==> src/rtl/pc_sequencer_if.sv <==
// Instruction-memory and execute-control bus between the PC sequencer
// and the fetch/decode side of the core.
interface pc_sequencer_if #(
  parameter int Psize = 4
);
  logic [Psize-1:0] pc;
  logic [Psize-1:0] br_target;
  logic             imem_req;
  logic             imem_ack;
  logic             instr_valid;
  logic             br_en;
  logic             br_cond;
  logic             call;
  logic             ret;

  modport master (
    output pc, imem_req, instr_valid,
    input  imem_ack, br_en, br_cond,
    input  call, ret, br_target
  );

  modport slave (
    input  pc, imem_req, instr_valid,
    output imem_ack, br_en, br_cond,
    output call, ret, br_target
  );
endinterface

==> src/rtl/pc_sequencer.sv <==
// Program counter sequencer: fetch/execute FSM with branch, call/return
// stack and a sticky stack-error flag.
module pc_sequencer #(
  parameter int Psize  = 4,
  parameter int Sdepth = 4
) (
  input  logic           clk,
  input  logic           nReset,
  input  logic           run,
  input  logic           halt_req,
  output logic           busy,
  output logic           stack_err,
  pc_sequencer_if.master bus
);

  localparam int SW = $clog2(Sdepth + 1);
  localparam int IW = (Sdepth > 1) ? $clog2(Sdepth) : 1;

  typedef enum logic [1:0] {
    IDLE,
    FETCH,
    EXEC,
    HALT
  } state_t;

  state_t           state;
  state_t           state_nxt;
  logic [Psize-1:0] pc;
  logic [Psize-1:0] pc_inc;
  logic [Psize-1:0] pc_nxt;
  logic [Psize-1:0] stk [Sdepth];
  logic [SW-1:0]    sp;
  logic [SW-1:0]    sp_nxt;
  logic [IW-1:0]    wr_idx;
  logic [IW-1:0]    rd_idx;
  logic             full;
  logic             empty;
  logic             push;
  logic             err_set;
  logic             take_ret;
  logic             take_br;
  logic             take_call;

  assign pc_inc = pc + Psize'(1);
  assign full   = (sp == SW'(Sdepth));
  assign empty  = (sp == '0);
  assign wr_idx = IW'(sp);
  assign rd_idx = IW'(sp - SW'(1));

  // Priority resolved up front so the decoder sees one-hot selects
  assign take_ret  = bus.ret;
  assign take_br   = ~bus.ret & bus.br_en & bus.br_cond;
  assign take_call = ~bus.ret & ~(bus.br_en & bus.br_cond) & bus.call;

  always_comb begin
    state_nxt = state;
    pc_nxt    = pc;
    sp_nxt    = sp;
    push      = 1'b0;
    err_set   = 1'b0;
    unique case (state)
      IDLE: begin
        if (run) state_nxt = FETCH;
      end
      FETCH: begin
        if (bus.imem_ack) state_nxt = EXEC;
      end
      EXEC: begin
        state_nxt = halt_req ? HALT : FETCH;
        pc_nxt    = pc_inc;
        unique case (1'b1)
          take_ret: begin
            if (empty) begin
              err_set = 1'b1;
            end else begin
              pc_nxt = stk[rd_idx];
              sp_nxt = sp - SW'(1);
            end
          end
          take_br: begin
            pc_nxt = bus.br_target;
          end
          take_call: begin
            if (full) begin
              err_set = 1'b1;
            end else begin
              push   = 1'b1;
              pc_nxt = bus.br_target;
              sp_nxt = sp + SW'(1);
            end
          end
          default: ;
        endcase
      end
      HALT: begin
        if (!run) state_nxt = IDLE;
      end
      default: state_nxt = IDLE;
    endcase
  end

  always_ff @(posedge clk or negedge nReset) begin
    if (!nReset) begin
      state     <= IDLE;
      pc        <= '0;
      sp        <= '0;
      stack_err <= 1'b0;
    end else begin
      state <= state_nxt;
      pc    <= pc_nxt;
      sp    <= sp_nxt;
      if (err_set) stack_err <= 1'b1;
    end
  end

  // Entries above sp are dead, so storage needs no reset
  always_ff @(posedge clk) begin
    if (push) stk[wr_idx] <= pc_inc;
  end

  assign bus.pc          = pc;
  assign bus.imem_req    = (state == FETCH);
  assign bus.instr_valid = (state == EXEC);
  assign busy            = (state == FETCH) || (state == EXEC);

endmodule
==> src/flat_wrapper.sv <==
// flat-port wrapper written by rule: the top's interface ports become plain ports
module pc_sequencer_flat 
#(
  parameter int Psize  = 4,
  parameter int Sdepth = 4
)
  (clk, nReset, run, halt_req, busy, stack_err, bus_pc, bus_imem_req, bus_instr_valid, bus_imem_ack, bus_br_en, bus_br_cond, bus_call, bus_ret, bus_br_target);
  pc_sequencer_if #(.Psize(Psize)) bus_i ();
  input  logic clk;
  input  logic nReset;
  input  logic run;
  input  logic halt_req;
  output logic busy;
  output logic stack_err;
  output wire logic [$bits(bus_i.pc)-1:0] bus_pc;
  output wire logic [$bits(bus_i.imem_req)-1:0] bus_imem_req;
  output wire logic [$bits(bus_i.instr_valid)-1:0] bus_instr_valid;
  input wire logic [$bits(bus_i.imem_ack)-1:0] bus_imem_ack;
  input wire logic [$bits(bus_i.br_en)-1:0] bus_br_en;
  input wire logic [$bits(bus_i.br_cond)-1:0] bus_br_cond;
  input wire logic [$bits(bus_i.call)-1:0] bus_call;
  input wire logic [$bits(bus_i.ret)-1:0] bus_ret;
  input wire logic [$bits(bus_i.br_target)-1:0] bus_br_target;
  assign bus_pc = bus_i.pc;
  assign bus_imem_req = bus_i.imem_req;
  assign bus_instr_valid = bus_i.instr_valid;
  assign bus_i.imem_ack = bus_imem_ack;
  assign bus_i.br_en = bus_br_en;
  assign bus_i.br_cond = bus_br_cond;
  assign bus_i.call = bus_call;
  assign bus_i.ret = bus_ret;
  assign bus_i.br_target = bus_br_target;
  pc_sequencer #(.Psize(Psize), .Sdepth(Sdepth)) u_core (.clk(clk), .nReset(nReset), .run(run), .halt_req(halt_req), .busy(busy), .stack_err(stack_err), .bus(bus_i));
endmodule
==> config.mk <==
export PLATFORM = sky130hd
export DESIGN_NAME = pc_sequencer_flat
export DESIGN_NICKNAME = d
export VERILOG_FILES = /design/src/rtl/pc_sequencer_if.sv /design/src/rtl/pc_sequencer.sv /design/src/flat_wrapper.sv
export SDC_FILE = /design/constraint.sdc
export NUM_CORES = 1
export LEC_CHECK = 0
export ABC_AREA = 1
export BUFFER_PORTS_ARGS = -buffer_cell sky130_fd_sc_hd__buf_4
export CAP_MARGIN = 40
export CELL_PAD_IN_SITES_DETAIL_PLACEMENT = 0
export CELL_PAD_IN_SITES_GLOBAL_PLACEMENT = 1
export CORE_ASPECT_RATIO = 0.7
export CORE_MARGIN = 5
export CORE_UTILIZATION = 48
export CTS_BUF_LIST = sky130_fd_sc_hd__clkbuf_8
export DETAILED_ROUTE_END_ITERATION = 8
export GPL_ROUTABILITY_DRIVEN = 0
export PLACE_DENSITY = 0.89
export SETUP_SLACK_MARGIN = 0.2
export SLEW_MARGIN = 25
export SYNTH_ARGS = -nofsm -noshare
export SYNTH_HDL_FRONTEND = slang
export SYNTH_SLANG_ARGS = --single-unit
==> constraint.sdc <==
create_clock -name clk -period 4.4 [get_ports clk]
set_input_delay 0.88 -clock clk [delete_from_list [all_inputs] [get_ports clk]]
set_output_delay 0.88 -clock clk [all_outputs]
set_load 0.05 [all_outputs]
## Word level (Yosys, flattened, before mapping)

Memories as Yosys holds them, arrays and structs flattened.
Index checks and enable logic that the tools add are counted.
Widths: inputs -> output; s select.

- Flip-flop bits (word level): 10
- Latch bits: 0
- Bits in writable memories: 16
- Bits in read-only memories: 0
- Bits of input ports: 13
- Output and inout bits: 8
- Logic and storage cells: 50
- Memories: 1

- Add/sub/neg operators: 3
- Multiply operators: 0
- Divide/modulo/power cells: 0
- $lt $le $gt $ge: 0
- Equal/unequal tests: 9
- Shifts and indexed selects: 0
- Multiplexer cells: 20
- Bitwise operators: 7
- Reduce and logical (&&, ||, !) cells: 6

Memory list:

| memory | depth | width | rd ports | clocked after memory_dff | write ports | RTL line | RTL |
|---|---|---|---|---|---|---|---|
| u_core.stk | 4 | 4 | 1 | 0 | 1 | pc_sequencer.sv:31 | `logic [Psize-1:0] stk [Sdepth];` |

Operators with widths:

| operator | number |
|---|---|
| $pmux 4 s3 | 1 |
| $mux 1 | 8 |
| $mux 2 | 4 |
| $mux 4 | 2 |
| $ne 2x2->1 const B | 4 |
| $pmux 2 s4 | 1 |
| $mux 3 | 2 |
| $pmux 3 s2 | 1 |
| $and 1x1->1 | 5 |
| $add 4x1->4 const B | 1 |
| $eq 2x2->1 const B | 2 |
| $reduce_and 4->1 | 1 |
| $add 3x1->3 const B | 1 |
| $eq 3x3->1 const B | 1 |
| $logic_not 3->1 | 1 |
| $reduce_and 3->1 | 1 |
| $sub 3x1->3 const B | 1 |
| $eq 2x1->1 const B | 1 |
| $logic_not 2->1 | 1 |
| $ne 2x1->1 const B | 1 |
| $not 1->1 | 2 |
| $pmux 1 s2 | 1 |
| $reduce_bool 2->1 | 1 |
| $logic_or 1x1->1 | 1 |

## Logic depth before layout (Yosys ltp)

- Depth in word-level cells: 8
- Depth in mapped cells: 11
- Mapped depth without buffers: 10

## Least setup slack after synthesis

No wires, ideal clock.

- Kind: register to register
- Start: register u_core.state[0]
- End: memory u_core.stk[0][0] (enable)
- Library setup time: 0.329 ns
- Arrival time: 1.716 ns
- Data required time: 4.071 ns
- Slack: 2.354 ns
- Cell stages (with the launch flop): 6
- Path buffers: 1
- Period minus slack after synthesis: 2.046 ns
- Cells stage by stage: dfrtp_1 -> inv_1 -> ha_1 -> clkbuf_1 -> nand3_1 -> nor2_1

- Longest elaborated chain between the ends: 4

Ends and longest elaborated chain:

| element | RTL line | RTL |
|---|---|---|
| start: declaration | pc_sequencer.sv:26 | `state_t state;` |
| start signal: assignment | pc_sequencer.sv:109 | `state <= state_nxt;` |
| $eq 2x2->1 | n/a |  |
| via bus_instr_valid | flat_wrapper.sv:17 | `output wire logic [$bits(bus_i.instr_valid)-1:0] bus_instr_valid;` |
| $mux 1 | pc_sequencer.sv:61 | `unique case (state)` |
| $mux 1 | pc_sequencer.sv:118 | `if (push) stk[wr_idx] <= pc_inc;` |
| $mux 1 (not written as such) | pc_sequencer.sv:118 |  |
| end: declaration | pc_sequencer.sv:31 |  |

The timed path passes the listed nets, and every way through them passes these cells.

## Final worst setup path

- Start: register u_core.state[0]
- End: output bus_instr_valid

- Longest elaborated chain between the ends: 1

Ends and longest elaborated chain:

| element | RTL line | RTL |
|---|---|---|
| $eq 2x2->1 | pc_sequencer.sv:123 | `assign bus.instr_valid = (state == EXEC);` |
| end: declaration | flat_wrapper.sv:17 |  |

No other way between the ends.

==> summary.txt <==
Global routing
  – Grt ovf: 0
  – Total GRT Usage: 15.0%
  – Pin count of the biggest net entering global routing: 15
  – Antenna violations before repair: 0
  – First-pass GRT wire length: 5250 um
  – Vias in the first global route: 1138

Critical path
  – Worst EP required: 3.52 ns
  – R2R setup slack: 2.38 ns
  – CP Capture Type: output port
  – Critical Path AT: 1.51 ns
  – Critical-path cell list: inv_1 > ha_1 > buf_4
  – CP Launch Type: register
  – CP max-delay cell: dfrtp_1
  – Worst setup path class: register to output port
  – Slowest stage delay, CP: 0.42 ns
  – Critical Path Fanout Max: 12

Timing
  – Worst setup margin: 2.01 ns
  – Min Clock Period, post-route: 2.39 ns
  – Layout Skew: 0.0103 ns
  – RSZ-0062 raised after global routing: no
  – Setup_tns: 0 ns
  – Hold slack final: 0.422 ns
  – Max Clk Rate: 418 MHz
  – Slew @ Worst Pin: 0.477 ns
  – Final Cycle Share: 54.3%
  – Slew Limit Fails: 0
  – Final setup vio count: 0
  – Final hold viol count: 0
  – Slew HR: 68.0%

Clock network
  – # clock sinks: 26
  – CTS resizes: 0
  – Hold Buf Count CTS: 0
  – H-tree depth: 1
  – Clock-pin slew of the registers on the worst-case setup and hold paths: 0.09 ns
  – Post-CTS setup buffers: 0
  – Clock root buffer master: clkbuf_8
  – Worst-skew pair later-pin latency: 0.27 ns
  – CTS tree: yes
  – CTS max path bufs: 2
  – Total CTS buffers: 3

Pwr
  – Clock power share: 10.7%
  – Overall Power: 1.25 mW
  – Peak supply drop: 430 uV
  – Combinational power share: 56.1%
  – Switching power: 0.614 mW
  – P_int: 0.632 mW
  – Sequential share of power: 33.2%
  – Power per cell area: 730 nW/um^2
  – Sw Share: 49.2%
  – Pleak: 0.784 nW

Logic synthesis
  – Cell Area, Synth: 1480 sq um
  – Top cell type's share of synthesized area: 32.4%
  – Largest family of logic cells by synthesized area: simple AND/OR/NAND/NOR gates
  – Cells after synthesis: 163
  – Sequential share of the synthesized area: 49.2%
  – Mux share of post-synthesis cell area: 0.675%
  – Area leader, netlist: edfxtp_1
  – Mean Syn Cell Area: 9.10 sq um
  – Post-synthesis compound-gate area fraction: 6.07%
  – Adder-cell share of the synthesized area: 9.27%
  – Number of synthesized register bits: 26
  – Post-Synth Simple-Gate Area: 24.6%
  – Synth Net Count: 187
  – Xor/xnor cell area share of the yosys netlist: 4.05%
  – Synth top area cells: edfxtp_1 32%, dfrtp_1 17%, nand2_1 9.4%
  – Yosys warns: 0
  – Post-synth cell types: 28

Job
  – Maxcap violations: 0

Finish
  – Finished Layout Cells: 220
  – Fin nets: 209
  – Layout Utilization: 59.2%
  – Design Area, Final: 1710 sq um
  – P&R area growth vs syn: 15.1%
  – Antenna Cells: 0
  – Fraction of layout instances using a drive strength above 1: 20.1%
  – Fillers: 265

Run status
  – Status: complete, no violations

Die
  – Chip height: 56.5 um
  – Die area: 4320 sq um
  – Core ar.: 2880 sq um
  – Die X: 76.5 um
  – I/O pin cnt: 21
  – Placement Rows: 16
  – Initial Utilization: 51.5%

Drt
  – DR vias: 1106
  – Met1 wire length: 1540 um
  – Initial DRC count: 106
  – Routed wl met2: 1300 um
  – Top Layer Used: met3
  – Post-route ant nets: 0
  – Wire per inst: 13.9 um
  – First drt pass iteration count: 4
  – Via density: 5.03
  – Met3 wire length: 217 um
  – DRC Markers: 0
  – Routed WL: 3060 um

Placement
  – PortBufs: 20
  – Post-DP HPWL: 2400 um
  – Post-DP Area: 1660 sq um
  – Pre-CTS WS: 2.20 ns
  – Placed insts: 216

Worst hold path
  – Hold Path Class: input pin to async pin
## worst max-delay path: cells and delay by family, from the launching register on
family | cells | cell delay, ns
adder cells (fa/ha/maj) | 1 | 0.42
buffers and inverters | 2 | 0.41
flip-flops | 1 | 0.42
## cell usage after synthesis
cell and n:
clkbuf_1 1, nand4_1 3, edfxtp_1 16, ha_1 11, nand2_1 37, dfrtp_1 10, nand3_1 16, inv_1 13
nor2_2 1, nand3_4 1, o21ai_1 5, a21oi_1 2, o21bai_1 1, a21oi_2 1, xnor2_1 1, nor2_1 23
nand2_2 1, xor2_2 1, mux2i_1 1, o21a_4 1, buf_2 1, inv_2 5, inv_4 1, xor2_1 4
nand2_4 1, o21ai_0 3, o21ai_2 1, buf_4 1
## routing by layer
| metal | track usage (%) | vias to the layer above |
|---|---|---|
| li1 | - | 568 |
| met1 | 22.8 | 508 |
| met2 | 22.2 | 30 |
| met3 | 3.67 | 0 |
| met4 | 1.75 | 0 |
| met5 | 0 | - |
## power groups by stage
| stage | combinational (mW) | sequential [mW] | clock, mW |
|---|---|---|---|
| floorplan | 0.465 | 0.460 | 0 |
| CTS | 0.702 | 0.412 | 0.140 |
| global placement | 0.697 | 0.414 | 0 |
| finish | 0.699 | 0.413 | 0.134 |
| detailed placement | 0.698 | 0.417 | 0 |
| global route | 0.778 | 0.422 | 0.147 |
## worst paths after layout
kind	to	start	cells after the start
max in group asynchronous	u_core.state[0]	nReset	1
worst max-delay path	bus_instr_valid	u_core.state[0]	3
worst min register to register	u_core.stack_err	u_core.stack_err	1
worst min-delay path	u_core.sp[2]	nReset	1
worst max register to register	u_core.stk[3][3]	u_core.sp[0]	5
min in group clk	u_core.stack_err	u_core.stack_err	1
## cell type report
class | count | area [sq um] | share of cell area (%)
repair buffers | 20 | 150 | 8.79
well taps | 36 | 45.0 | 2.64
multi-input cells | 115 | 663 | 38.8
inverters | 19 | 73.8 | 4.32
clock buffers | 3 | 41.3 | 2.42
clock inverters | 1 | 3.75 | 0.220
flip-flops and latches | 26 | 731 | 42.8
## layout by cell type (no fill, tap or decap), types with 2 or more instances in the layout
| master | instances |
|---|---|
| a21oi_1 | 2 |
| clkbuf_8 | 3 |
| buf_4 | 20 |
| inv_1 | 13 |
| ha_1 | 11 |
| o21ai_1 | 5 |
| nor2_1 | 23 |
| o21ai_0 | 3 |
| dfrtp_1 | 10 |
| nand4_1 | 3 |
| nand3_1 | 16 |
| inv_2 | 5 |
| xor2_1 | 4 |
| nand2_1 | 37 |
| edfxtp_1 | 16 |
## sequential cells by signal (all words and copies together), names as in the netlist
| name | cells |
|---|---|
| u_core.bus.pc | 4 |
| u_core.stack_err | 1 |
| u_core.state | 2 |
| u_core.sp | 3 |
| u_core.stk | 16 |
## kinds of logic after synthesis
logic type	after synthesis
flip-flops	26
AO/OA/AOI/OAI	14
multiplexers	1
buffers and inverters	22
adder cells (fa/ha/maj)	11
AND/OR/NAND/NOR	83
XOR/XNOR	6
Note: power is estimated with default switching activity, not from simulation.
